<file path="src/rtl/block_mem_requester_pkg.sv">
// Shared state encoding and block-address helpers for the block-memory requester.
// The bump address is what makes every request look like a fresh access to the memory.
package mem_if_pkg;

    typedef enum logic [1:0] {
        IDLE,
        BUMP,
        WAIT,
        DONE
    } state_e;

    localparam int unsigned TIMER_WIDTH = 8;

    function automatic int unsigned block_size(input int unsigned offsetWidth);
        return 32'd1 << offsetWidth;
    endfunction

    function automatic logic [31:0] align_addr(input logic [31:0] addr, input int unsigned offsetWidth);
        return addr & ~((32'd1 << offsetWidth) - 32'd1);
    endfunction

    // Flipping only the block-index LSB moves to a neighbouring block, so even the top block cannot overflow.
    function automatic logic [31:0] bump_addr(input logic [31:0] addr, input int unsigned offsetWidth);
        return align_addr(addr, offsetWidth) ^ (32'd1 << offsetWidth);
    endfunction

endpackage

</file>
<file path="src/rtl/block_mem_requester_if.sv">
// Cache-side request/response bundle and memory-side block bus used by the requester.
// On block_req_if the cache is the master; on block_mem_if the requester is the master.
interface block_req_if
    import mem_if_pkg::*;
#(
    parameter int unsigned DATA_WIDTH         = 32,
    parameter int unsigned ADDR_WIDTH         = 10,
    parameter int unsigned BLOCK_OFFSET_WIDTH = 3
) ();
    localparam int unsigned BLOCK_BITS = block_size(BLOCK_OFFSET_WIDTH) * DATA_WIDTH;

    logic                  req_valid;
    logic                  req_ready;
    logic                  req_we;
    logic [ADDR_WIDTH-1:0] req_addr;
    logic [BLOCK_BITS-1:0] req_wdata;
    logic                  resp_valid;
    logic                  resp_err;
    logic [BLOCK_BITS-1:0] resp_rdata;

    modport master (
        output req_valid, req_we, req_addr, req_wdata,
        input  req_ready, resp_valid, resp_err, resp_rdata
    );

    modport slave (
        input  req_valid, req_we, req_addr, req_wdata,
        output req_ready, resp_valid, resp_err, resp_rdata
    );
endinterface

interface block_mem_if
    import mem_if_pkg::*;
#(
    parameter int unsigned DATA_WIDTH         = 32,
    parameter int unsigned ADDR_WIDTH         = 10,
    parameter int unsigned BLOCK_OFFSET_WIDTH = 3
) ();
    localparam int unsigned BLOCK_BITS = block_size(BLOCK_OFFSET_WIDTH) * DATA_WIDTH;

    logic [ADDR_WIDTH-1:0] mem_addr;
    logic [BLOCK_BITS-1:0] mem_block_din;
    logic                  mem_we;
    logic                  mem_block_valid;
    logic [BLOCK_BITS-1:0] mem_block_dout;

    modport master (
        output mem_addr, mem_block_din, mem_we,
        input  mem_block_valid, mem_block_dout
    );

    modport slave (
        input  mem_addr, mem_block_din, mem_we,
        output mem_block_valid, mem_block_dout
    );
endinterface

</file>
<file path="src/rtl/block_mem_requester.sv">
// Initiator for the address-stable block memory: one block read/write per request, with an
// address bump before each access and a timeout if the memory never reports block_valid.
module block_mem_requester
    import mem_if_pkg::*;
#(
    parameter int unsigned DATA_WIDTH         = 32,
    parameter int unsigned ADDR_WIDTH         = 10,
    parameter int unsigned BLOCK_OFFSET_WIDTH = 3,
    parameter int unsigned TIMEOUT_CYCLES     = 255
) (
    input  logic        clk,
    input  logic        rstn,
    block_req_if.slave  req,
    block_mem_if.master mem
);
    localparam int unsigned BLOCK_SIZE = block_size(BLOCK_OFFSET_WIDTH);
    localparam int unsigned BLOCK_BITS = BLOCK_SIZE * DATA_WIDTH;
    localparam logic [TIMER_WIDTH-1:0] TIMER_INIT = TIMER_WIDTH'(TIMEOUT_CYCLES);

    state_e                 state_q, state_d;
    logic [ADDR_WIDTH-1:0]  reqAddr_q, reqAddr_d;
    logic                   reqWe_q, reqWe_d;
    logic [BLOCK_BITS-1:0]  reqWdata_q, reqWdata_d;
    logic [TIMER_WIDTH-1:0] timer_q, timer_d;
    logic                   respErr_q, respErr_d;
    logic [BLOCK_BITS-1:0]  respRdata_q, respRdata_d;
    logic [ADDR_WIDTH-1:0]  memAddr_q, memAddr_d;
    logic [BLOCK_BITS-1:0]  memDin_q, memDin_d;
    logic                   memWe_q, memWe_d;

    logic                   firstWait;
    logic [ADDR_WIDTH-1:0]  alignedReqAddr;
    logic [ADDR_WIDTH-1:0]  bumpedReqAddr;

    assign alignedReqAddr = ADDR_WIDTH'(align_addr(32'(req.req_addr), BLOCK_OFFSET_WIDTH));
    assign bumpedReqAddr  = ADDR_WIDTH'(bump_addr(32'(req.req_addr), BLOCK_OFFSET_WIDTH));

    // The timer only leaves its reload value inside WAIT, so a full timer marks the first WAIT cycle,
    // where a block_valid left over from the previous access must not complete this one.
    assign firstWait = (timer_q == TIMER_INIT);

    always_comb begin
        state_d     = state_q;
        reqAddr_d   = reqAddr_q;
        reqWe_d     = reqWe_q;
        reqWdata_d  = reqWdata_q;
        timer_d     = timer_q;
        respErr_d   = respErr_q;
        respRdata_d = respRdata_q;
        memAddr_d   = memAddr_q;
        memDin_d    = memDin_q;
        memWe_d     = memWe_q;

        unique case (state_q)
            IDLE: begin
                memWe_d = 1'b0;
                if (req.req_valid) begin
                    reqAddr_d  = alignedReqAddr;
                    reqWe_d    = req.req_we;
                    reqWdata_d = req.req_wdata;
                    memAddr_d  = bumpedReqAddr;
                    state_d    = BUMP;
                end
            end
            BUMP: begin
                memAddr_d = reqAddr_q;
                memWe_d   = reqWe_q;
                memDin_d  = reqWdata_q;
                state_d   = WAIT;
            end
            WAIT: begin
                timer_d = timer_q - 1'b1;
                if (mem.mem_block_valid && !firstWait) begin
                    if (!reqWe_q) begin
                        respRdata_d = mem.mem_block_dout;
                    end
                    respErr_d = 1'b0;
                    state_d   = DONE;
                end else if (timer_q == TIMER_WIDTH'(1)) begin
                    respErr_d = 1'b1;
                    state_d   = DONE;
                end
            end
            DONE: begin
                memWe_d = 1'b0;
                timer_d = TIMER_INIT;
                state_d = IDLE;
            end
            default: begin
                state_d = IDLE;
            end
        endcase
    end

    always_ff @(posedge clk or negedge rstn) begin
        if (!rstn) begin
            state_q     <= IDLE;
            reqAddr_q   <= '0;
            reqWe_q     <= 1'b0;
            reqWdata_q  <= '0;
            timer_q     <= TIMER_INIT;
            respErr_q   <= 1'b0;
            respRdata_q <= '0;
            memAddr_q   <= '0;
            memDin_q    <= '0;
            memWe_q     <= 1'b0;
        end else begin
            state_q     <= state_d;
            reqAddr_q   <= reqAddr_d;
            reqWe_q     <= reqWe_d;
            reqWdata_q  <= reqWdata_d;
            timer_q     <= timer_d;
            respErr_q   <= respErr_d;
            respRdata_q <= respRdata_d;
            memAddr_q   <= memAddr_d;
            memDin_q    <= memDin_d;
            memWe_q     <= memWe_d;
        end
    end

    assign req.req_ready  = (state_q == IDLE);
    assign req.resp_valid = (state_q == DONE);
    assign req.resp_err   = respErr_q;
    assign req.resp_rdata = respRdata_q;

    assign mem.mem_addr      = memAddr_q;
    assign mem.mem_block_din = memDin_q;
    assign mem.mem_we        = memWe_q;

endmodule
</file>
<file path="src/flat_wrapper.sv">
// flat-port wrapper written by rule: the top's interface ports become plain ports
module block_mem_requester_flat import mem_if_pkg::*;
#(
    parameter int unsigned DATA_WIDTH         = 32,
    parameter int unsigned ADDR_WIDTH         = 10,
    parameter int unsigned BLOCK_OFFSET_WIDTH = 3,
    parameter int unsigned TIMEOUT_CYCLES     = 255
)
  (clk, rstn, req_req_valid, req_req_we, req_req_addr, req_req_wdata, req_req_ready, req_resp_valid, req_resp_err, req_resp_rdata, mem_mem_addr, mem_mem_block_din, mem_mem_we, mem_mem_block_valid, mem_mem_block_dout);
  block_req_if #(.DATA_WIDTH(DATA_WIDTH), .ADDR_WIDTH(ADDR_WIDTH), .BLOCK_OFFSET_WIDTH(BLOCK_OFFSET_WIDTH)) req_i ();
  block_mem_if #(.DATA_WIDTH(DATA_WIDTH), .ADDR_WIDTH(ADDR_WIDTH), .BLOCK_OFFSET_WIDTH(BLOCK_OFFSET_WIDTH)) mem_i ();
  input  logic clk;
  input  logic rstn;
  input wire logic [$bits(req_i.req_valid)-1:0] req_req_valid;
  input wire logic [$bits(req_i.req_we)-1:0] req_req_we;
  input wire logic [$bits(req_i.req_addr)-1:0] req_req_addr;
  input wire logic [$bits(req_i.req_wdata)-1:0] req_req_wdata;
  output wire logic [$bits(req_i.req_ready)-1:0] req_req_ready;
  output wire logic [$bits(req_i.resp_valid)-1:0] req_resp_valid;
  output wire logic [$bits(req_i.resp_err)-1:0] req_resp_err;
  output wire logic [$bits(req_i.resp_rdata)-1:0] req_resp_rdata;
  output wire logic [$bits(mem_i.mem_addr)-1:0] mem_mem_addr;
  output wire logic [$bits(mem_i.mem_block_din)-1:0] mem_mem_block_din;
  output wire logic [$bits(mem_i.mem_we)-1:0] mem_mem_we;
  input wire logic [$bits(mem_i.mem_block_valid)-1:0] mem_mem_block_valid;
  input wire logic [$bits(mem_i.mem_block_dout)-1:0] mem_mem_block_dout;
  assign req_i.req_valid = req_req_valid;
  assign req_i.req_we = req_req_we;
  assign req_i.req_addr = req_req_addr;
  assign req_i.req_wdata = req_req_wdata;
  assign req_req_ready = req_i.req_ready;
  assign req_resp_valid = req_i.resp_valid;
  assign req_resp_err = req_i.resp_err;
  assign req_resp_rdata = req_i.resp_rdata;
  assign mem_mem_addr = mem_i.mem_addr;
  assign mem_mem_block_din = mem_i.mem_block_din;
  assign mem_mem_we = mem_i.mem_we;
  assign mem_i.mem_block_valid = mem_mem_block_valid;
  assign mem_i.mem_block_dout = mem_mem_block_dout;
  block_mem_requester #(.DATA_WIDTH(DATA_WIDTH), .ADDR_WIDTH(ADDR_WIDTH), .BLOCK_OFFSET_WIDTH(BLOCK_OFFSET_WIDTH), .TIMEOUT_CYCLES(TIMEOUT_CYCLES)) u_core (.clk(clk), .rstn(rstn), .req(req_i), .mem(mem_i));
endmodule
</file>
<file path="config.mk">
export PLATFORM = sky130hd
export DESIGN_NAME = block_mem_requester_flat
export DESIGN_NICKNAME = d
export VERILOG_FILES = /design/src/rtl/block_mem_requester_pkg.sv /design/src/rtl/block_mem_requester_if.sv /design/src/rtl/block_mem_requester.sv /design/src/flat_wrapper.sv
export SDC_FILE = /design/constraint.sdc
export NUM_CORES = 1
export LEC_CHECK = 0
export CORE_AREA = 5 5 412 414
export CTS_CLUSTER_DIAMETER = 80
export DETAILED_ROUTE_END_ITERATION = 7
export DIE_AREA = 0 0 417 419
export SLEW_MARGIN = 20
export SYNTH_ARGS = -nofsm -noshare
export SYNTH_HDL_FRONTEND = slang
export SYNTH_SLANG_ARGS = --single-unit
</file>
<file path="constraint.sdc">
create_clock -name clk -period 2.5 [get_ports clk]
set_input_delay 0.25 -clock clk [delete_from_list [all_inputs] [get_ports clk]]
set_output_delay 0.25 -clock clk [all_outputs]
set_load 0.02 [all_outputs]
</file>
==> results.md <==
- Status: finished, final reports clean
- Max_slew headroom: 0.612
- Max cap viols: 0
- Ys flop type: dfrtp_1
- Final setup vio count: 0
- Tmin final: around 2.3 ns
- Setup Buffers After CTS: 0
- Required @ worst endpoint: between 3 and 4 ns
- Cell variety after synth: 37
- Fmax: 0.438 GHz
- Peak supply drop: 0.864 mV
- Initial DRC Count: 1494
- #FFs+latches synth: between 700 and 800
- Crit path top cell by count: buf_12
- Placed Area: ~44000 sq um
- Sw power: 24.0 mW
- CP arrival: around 2.9 ns
- Antenna Violating Nets Remaining: 0
- Core area: 166000 sq um
- Routed WL: ~120 mm
- Most common cell after layout, fill and taps aside: clkdlybuf4s50_1
- Ratio of cells with drive above 1 in the final layout: 0.210
- Post-place setup slack: ~0.20 ns
- Vias in the first global route: roughly 24000
- Clk_skew: between 0.03 and 0.04 ns
- Vias/cell: approximately 3.8
- Max H-tree Level: 3
- Initial Utilization: 0.187
- Class of the most critical setup path: reg2reg
- Cell Area, Synth: 31000 sq um
- Post-synth EDFFs: 0
- Pleak: ~23 nW
- Synthesized instance count: between 2000 and 2500
- # DRC: 0
- CP max FO: 32
- Initial antenna violation count: 24
- Sequential-to-total area share from yosys stat: 0.643
- Largest stage delay on the critical path: between 0.5 and 0.6 ns
- Filler-free cell count of the finished design: 5878
- Final worst slack: about 0.22 ns
- Routed len/inst: 20.9 um
- Vias: 22600
- Leading cell types in the layout, fill and taps excluded: 1043 x clkdlybuf4s50_1, 797 x nand2_1, 787 x dfrtp_1
- Crit. End Element: flop
- Critical Path Start Type: flop
- Final hold viol count: 0
- Clock latency on the worst-skew pair: 0.73 ns
- Grt total ovfl: 0
- IO Count: ~1100
- Worst Hold Class: in2reg
- Crit share post-route: 0.914
- Pins Over Slew Limit: 0
- Final nets: slightly above 4000
- DIE WIDTH: 417 um
- CTS root buffer: clkbuf_16
- Syn avg cell area: 13.5 sq um
- Pwr dens: 1340 nW/um^2
- Power share of the combinational group: 0.443
- Row count: 150
- Final instance area: roughly 50000 sq um
- Cells along the critical path: ha_1 > nand4_1 > o21ai_2 > or3b_4 > buf_12 > buf_12 > mux2_4
- Clock sink count: 795
- Slowest cell on crit path: dfstp_2
- I/O Buffers: about 1000
- Die footprint: 175000 sq um
- Pin count of the biggest net entering global routing: 79
- Clock Power Share: 0.211
- FFs w/ async S/R, synth: 1.00
- Die Height: 419 um
- First-pass GRT wire length: between 150 and 200 mm
- Cell Int Power: between 40 and 50 mW
- GR Util All Layers: 0.135
- Setup TNS: 0 ns
- RSZ-0062 raised after global routing: no
- Clock buffer depth: 3
- Detailed Place HPWL: about 94 mm
- Num CTS Buffers: 94
- Dpl cells: between 5000 and 6000
- Final Wtd Congestion: approximately 0.84
- Clk slew on worst S/H paths: approximately 0.060 ns
- Sw Ratio: 0.361
- Drt first pass iters: 5
- CTS tree: yes
- Ys Warns: 0
- Sequential share of power: 0.346
- Slew @ Worst Pin: a little under 0.6 ns
- P&R area growth vs syn: 59.5%
==> final cells by class <==
cell class              count  area [sq um]
repair buffers           1315         13400
inverters                   6          22.5
multi-input cells        1380         10200
well taps                2204          2760
clock inverters            36           444
flip-flops and latches    795         19900
diodes                      7          17.5
fillers                 16800        117000
clock buffers             135          2710
==> repair_timing <==
action | in CTS | in global routing
gates resized for setup | 2 | 0
hold buffers | 177 | 0
endpoints found under the hold margin | 602 | 0
endpoints found under the setup margin | 2 | 0
==> worst paths after layout <==
check	slack (ns)	cells after the start	end	start
setup / recovery	0.22	7	u_core.req.resp_rdata[201]	u_core.timer_q[0]
hold / removal	0.09	3	u_core.reqWdata_q[66]	req_req_wdata[66]
setup reg to reg	0.22	7	u_core.req.resp_rdata[201]	u_core.timer_q[0]
hold reg to reg	0.47	2	u_core.reqWdata_q[164]	u_core.reqWdata_q[164]
max in group asynchronous	1.41	5	u_core.mem.mem_block_din[242]	rstn
min in group asynchronous	0.11	2	u_core.reqWdata_q[115]	rstn
==> layer usage <==
metal / routed length [um] / share of wire / global-route usage
met1: 46600 / 0.38 / 0.151
met2: 63900 / 0.52 / 0.240
met3: 7150 / 0.058 / 0.0364
met4: 4970 / 0.040 / 0.0587
met5: 51 / 0.00042 / 0
==> Yosys cell counts (2+ instances only) <==
| library cell | n | area [sq um] |
|---|---|---|
| nor2_1 | 3 | 11.3 |
| xnor2_1 | 4 | 35.0 |
| buf_12 | 22 | 440 |
| a221o_1 | 2 | 20.0 |
| dfrtp_1 | 787 | 19700 |
| nand2_1 | 798 | 3000 |
| buf_2 | 19 | 95.1 |
| and3_1 | 2 | 12.5 |
| o22ai_1 | 9 | 56.3 |
| ha_1 | 7 | 87.6 |
| o21ai_0 | 3 | 15.0 |
| buf_4 | 3 | 22.5 |
| dfstp_2 | 8 | 210 |
| clkbuf_1 | 70 | 263 |
| mux2_2 | 273 | 3070 |
| nand2b_1 | 9 | 56.3 |
| buf_6 | 6 | 67.6 |
| o21bai_1 | 2 | 15.0 |
| a21oi_1 | 10 | 50.1 |
| nor4b_1 | 2 | 17.5 |
| mux2_4 | 240 | 3600 |
| inv_1 | 6 | 22.5 |
==> cells by family (layout without fill, tap and decap cells) <==
logic type,after synthesis,count (layout),share of synthesized area
AO/OA/AOI/OAI,30,30,0.00610
AND/OR/NAND/NOR,822,822,0.102
adder cells (fa/ha/maj),7,7,0.00283
flip-flops,795,795,0.643
multiplexers,513,513,0.216
buffers and inverters,127,1492,0.0295
other,1,10,0.000121
XOR/XNOR,5,5,0.00141
==> power by group through the flow <==
stage	combinational [mW]	clock [mW]	sequential, mW
after floorplan	10.8	0	26.9
final	29.4	14.0	23.0
after global routing	31.1	15.0	23.6
after global placement	29.2	0	22.9
after CTS	29.9	14.5	22.9
after detailed placement	29.5	0	23.0
==> sequential cells by signal, indices dropped and copies added (netlist names) <==
name,count
u_core.mem.mem_addr,7
u_core.mem.mem_block_din,256
u_core.mem.mem_we,1
u_core.req.resp_err,1
u_core.req.resp_rdata,256
u_core.reqAddr_q,7
u_core.reqWdata_q,256
u_core.reqWe_q,1
u_core.state_q,2
u_core.timer_q,8
==> per-stage QoR <==
step	power, mW	hold WS, ns	utilization
after floorplan	37.7	-0.0456	-
after global placement	52.0	0.276	0.268
after detailed placement	52.5	0.278	0.268
after CTS	67.3	0.00110	0.298
after global routing	69.7	0.0273	0.298
final	66.3	0.0892	0.298
==> worst max-delay path: cells and delay by family, from the launching register on <==
family	cells	cell delay, ns
AO/OA/AOI/OAI	1	0.20
adder cells (fa/ha/maj)	1	0.16
buffers and inverters	2	0.54
flip-flops	1	0.57
multiplexers	1	0.33
AND/OR/NAND/NOR	2	0.27
No activity file was read; power rests on OpenSTA's default activity.
==> variant: new RTL, same flow settings <==
Make the reset (`rstn`) synchronous in one clocked block.
--- a/src/rtl/block_mem_requester.sv
+++ b/src/rtl/block_mem_requester.sv
@@ -92,7 +92,7 @@
         endcase
     end
 
-    always_ff @(posedge clk or negedge rstn) begin
+    always_ff @(posedge clk) begin
         if (!rstn) begin
             state_q     <= IDLE;
             reqAddr_q   <= '0;
Function: not settled (the Yosys comparison gave no result); the edit may change what the design does.
==> variant against the unedited design <==
- hold slack gained 0.0013 ns
- critical path depth shrank 5
- synthesized cell count grew 40%
- global-route usage shrank 1.2 points
- area after synthesis shrank 5.1%
- wire length shrank 7.5%
- sequential cell count is the same
- non-clock buffer count shrank 150
- worst setup slack lost 0.0058 ns
- cell area shrank 7.4%
- critical endpoint is now req_resp_valid
Power is not compared: it rests on default switching activity, and its combinational part moved more than twofold at a synthesized area within 25%.
==> variant: results (changes against the unedited design) <==
[drt]
wirelength_um = 114000  ; was 123000 µm
drtIter0Drc = 1256  ; was 1494
postRouteAntennaNets = 0  ; unchanged
avgViaCountPerCell = 3.90  ; was 3.85
first_pass_iters = 7  ; was 5

[pwr]
p_leak_uw = 0.0160
netSwitchingFraction_pct = 30.7
ir_drop_uv = 489

[placement]
post-place-ws_ns = 0.438  ; was 0.205 ns
io_buffers = 1046  ; unchanged
place_hpwl_um = 86400  ; was 94400 µm
gp_congestion = 0.847  ; was 0.835

[logic_synthesis]
ys_types = 31  ; was 37
synthXorXnorAreaFrac_pct = 0.119  ; was 0.141%
async_flop_share_pct = 0  ; was 100%
yosys-top-cells-area = dfxtp_1 (54%), nand2_1 (10%), mux2i_1 (9.0%), a21boi_0 (6.7%), nor2b_1 (5.5%)  ; was dfrtp_1 (64%), mux2_4 (12%), mux2_2 (9.9%), nand2_1 (9.7%), buf_12 (1.4%)
synth_compound_gate_area_share_pct = 11.7  ; was 0.610%
ys_seq_area_share_pct = 54.2  ; was 64.3%
synth_ff_type = dfxtp_1  ; was dfrtp_1
yosys-top-cells-count = nand2_1 (804), dfxtp_1 (795), a21boi_0 (264), mux2i_1 (264), nand3_1 (259)  ; was nand2_1 (798), dfrtp_1 (787), mux2_2 (273)
synthMuxAreaShare_pct = 8.99  ; was 21.6%
synth-adder-area-share_pct = 0.298  ; was 0.283%

[cells_and_area]
nets = 4746  ; was 4126
drive_gt1_share_pct = 5.56  ; was 21.0%
fillers = 17700  ; was 16800

[min_path]
hp-class = in -> reg  ; unchanged

[sta]
setup_tns_ns = 0  ; unchanged
finalClockSkew_ns = 0.0378  ; was 0.0317 ns
tightest_slew_ns = 0.778  ; was 0.583 ns

[setup_path]
cp.arrival_ns = 2.04  ; was 2.87 ns
crit_fanout = 4  ; was 32

[clock_tree]
cts.reportedPaths.clkPinSlew_ns = 0.06  ; about the same
clockRootBuffer = clkbuf_16  ; unchanged
clk_latency_ns = 0.71  ; was 0.73 ns
numCtsBuffers = 91  ; was 94
cts_buffer_depth = 3  ; unchanged

[global_routing]
grt_start_max_net_pins = 152  ; was 79
track_usage_pct = 12.2  ; was 13.5%
grt_pass1_vias = 24900  ; was 23800
grt_pass1_wl_um = 162000  ; was 173000 µm
antenna_found_initial = 27  ; was 24

[status]
outcome = completed  ; unchanged

## variant: cell types whose count changed after synthesis, moves of 258 or more
| cell | delta |
|---|---|
| nand3_1 | +258 |
| a21boi_0 | +264 |
| mux2_2 | -273 |
| dfrtp_1 | -787 |
| dfxtp_1 | +795 |
| mux2i_1 | +264 |
## variant: kinds of logic (layout without fill, tap and decap cells)
group,after synthesis,count (layout)
and+or+nand+nor,1333,1333
DFF,795,795
AOI/OAI and AO/OA,540,540
buffers and inverters,274,1332
muxes,264,264
adders and majority gates,7,7
xor gates and xnor gates,4,4
other,1,26
## variant: stage by stage
stage | area, µm² | hold WS, ns | instances | utilization, %
after floorplan | 29400 | 0.383 | 3220 | -
after global placement | 42400 | 0.443 | 6295 | 25.6
after detailed placement | 42400 | 0.450 | 6295 | 25.6
after CTS | 45700 | 0.000235 | 6482 | 27.5
after global routing | 45700 | 0.0190 | 6502 | 27.6
final | 45700 | 0.0905 | 6505 | 27.6
## variant: power by group through the flow
| stage | Sequential, µW | Combinational [µW] | Clock [µW] |
|---|---|---|---|
| 2_1_floorplan | 15400 | 4520 | 0 |
| 3_3_place_gp | 14900 | 9060 | 0 |
| 3_5_place_dp | 15000 | 9130 | 0 |
| 4_1_cts | 14700 | 9180 | 13600 |
| 5_1_grt | 14900 | 9760 | 14200 |
| 6_report | 14700 | 9050 | 13200 |
## variant: path summary, 6_finish.rpt
path	to	from	slack (ns)	cells past startpoint
worst min-delay path	u_core.req.resp_rdata[133]	mem_mem_block_dout[133]	0.09	3
worst max register to register	u_core.timer_q[7]	u_core.state_q[0]	0.42	7
worst max-delay path	req_resp_valid	u_core.state_q[0]	0.21	2
worst min register to register	u_core.req.resp_rdata[134]	u_core.req.resp_rdata[134]	0.45	2
## variant: cell type report
type	count	area [µm²]	share of cell area, %
diodes	23	57.6	0.126
clock buffers	129	2610	5.71
clock inverters	30	344	0.752
inverters	8	30.0	0.0657
multi-input cells	2151	12200	26.7
flip-flops and latches	795	15900	34.8
well taps	2204	2760	6.03
repair buffers	1165	11800	25.8
## variant: critical path: stages, from the launching register on
cell and delay, ns:
dfxtp_1 0.42, ha_1 0.21, clkdlybuf4s50_1 0.70
## variant: layer usage
metal / vias up / part of all wire [%] / wire, µm / GRT usage (%)
li1: 12600 / - / - / -
met1: 11800 / 38 / 43400 / 13.2
met2: 660 / 51 / 57400 / 21.5
met3: 234 / 6.0 / 6840 / 3.74
met4: 4 / 5.1 / 5830 / 6.59
met5: - / 0.019 / 22 / 0
## variant: timing repair
action                     in CTS  in global routing
resized for setup               1                  0
setup endpoints to repair       1                  0
hold buffers                   28                  0
hold endpoints to repair       28                  0
buffers inserted                0                  0
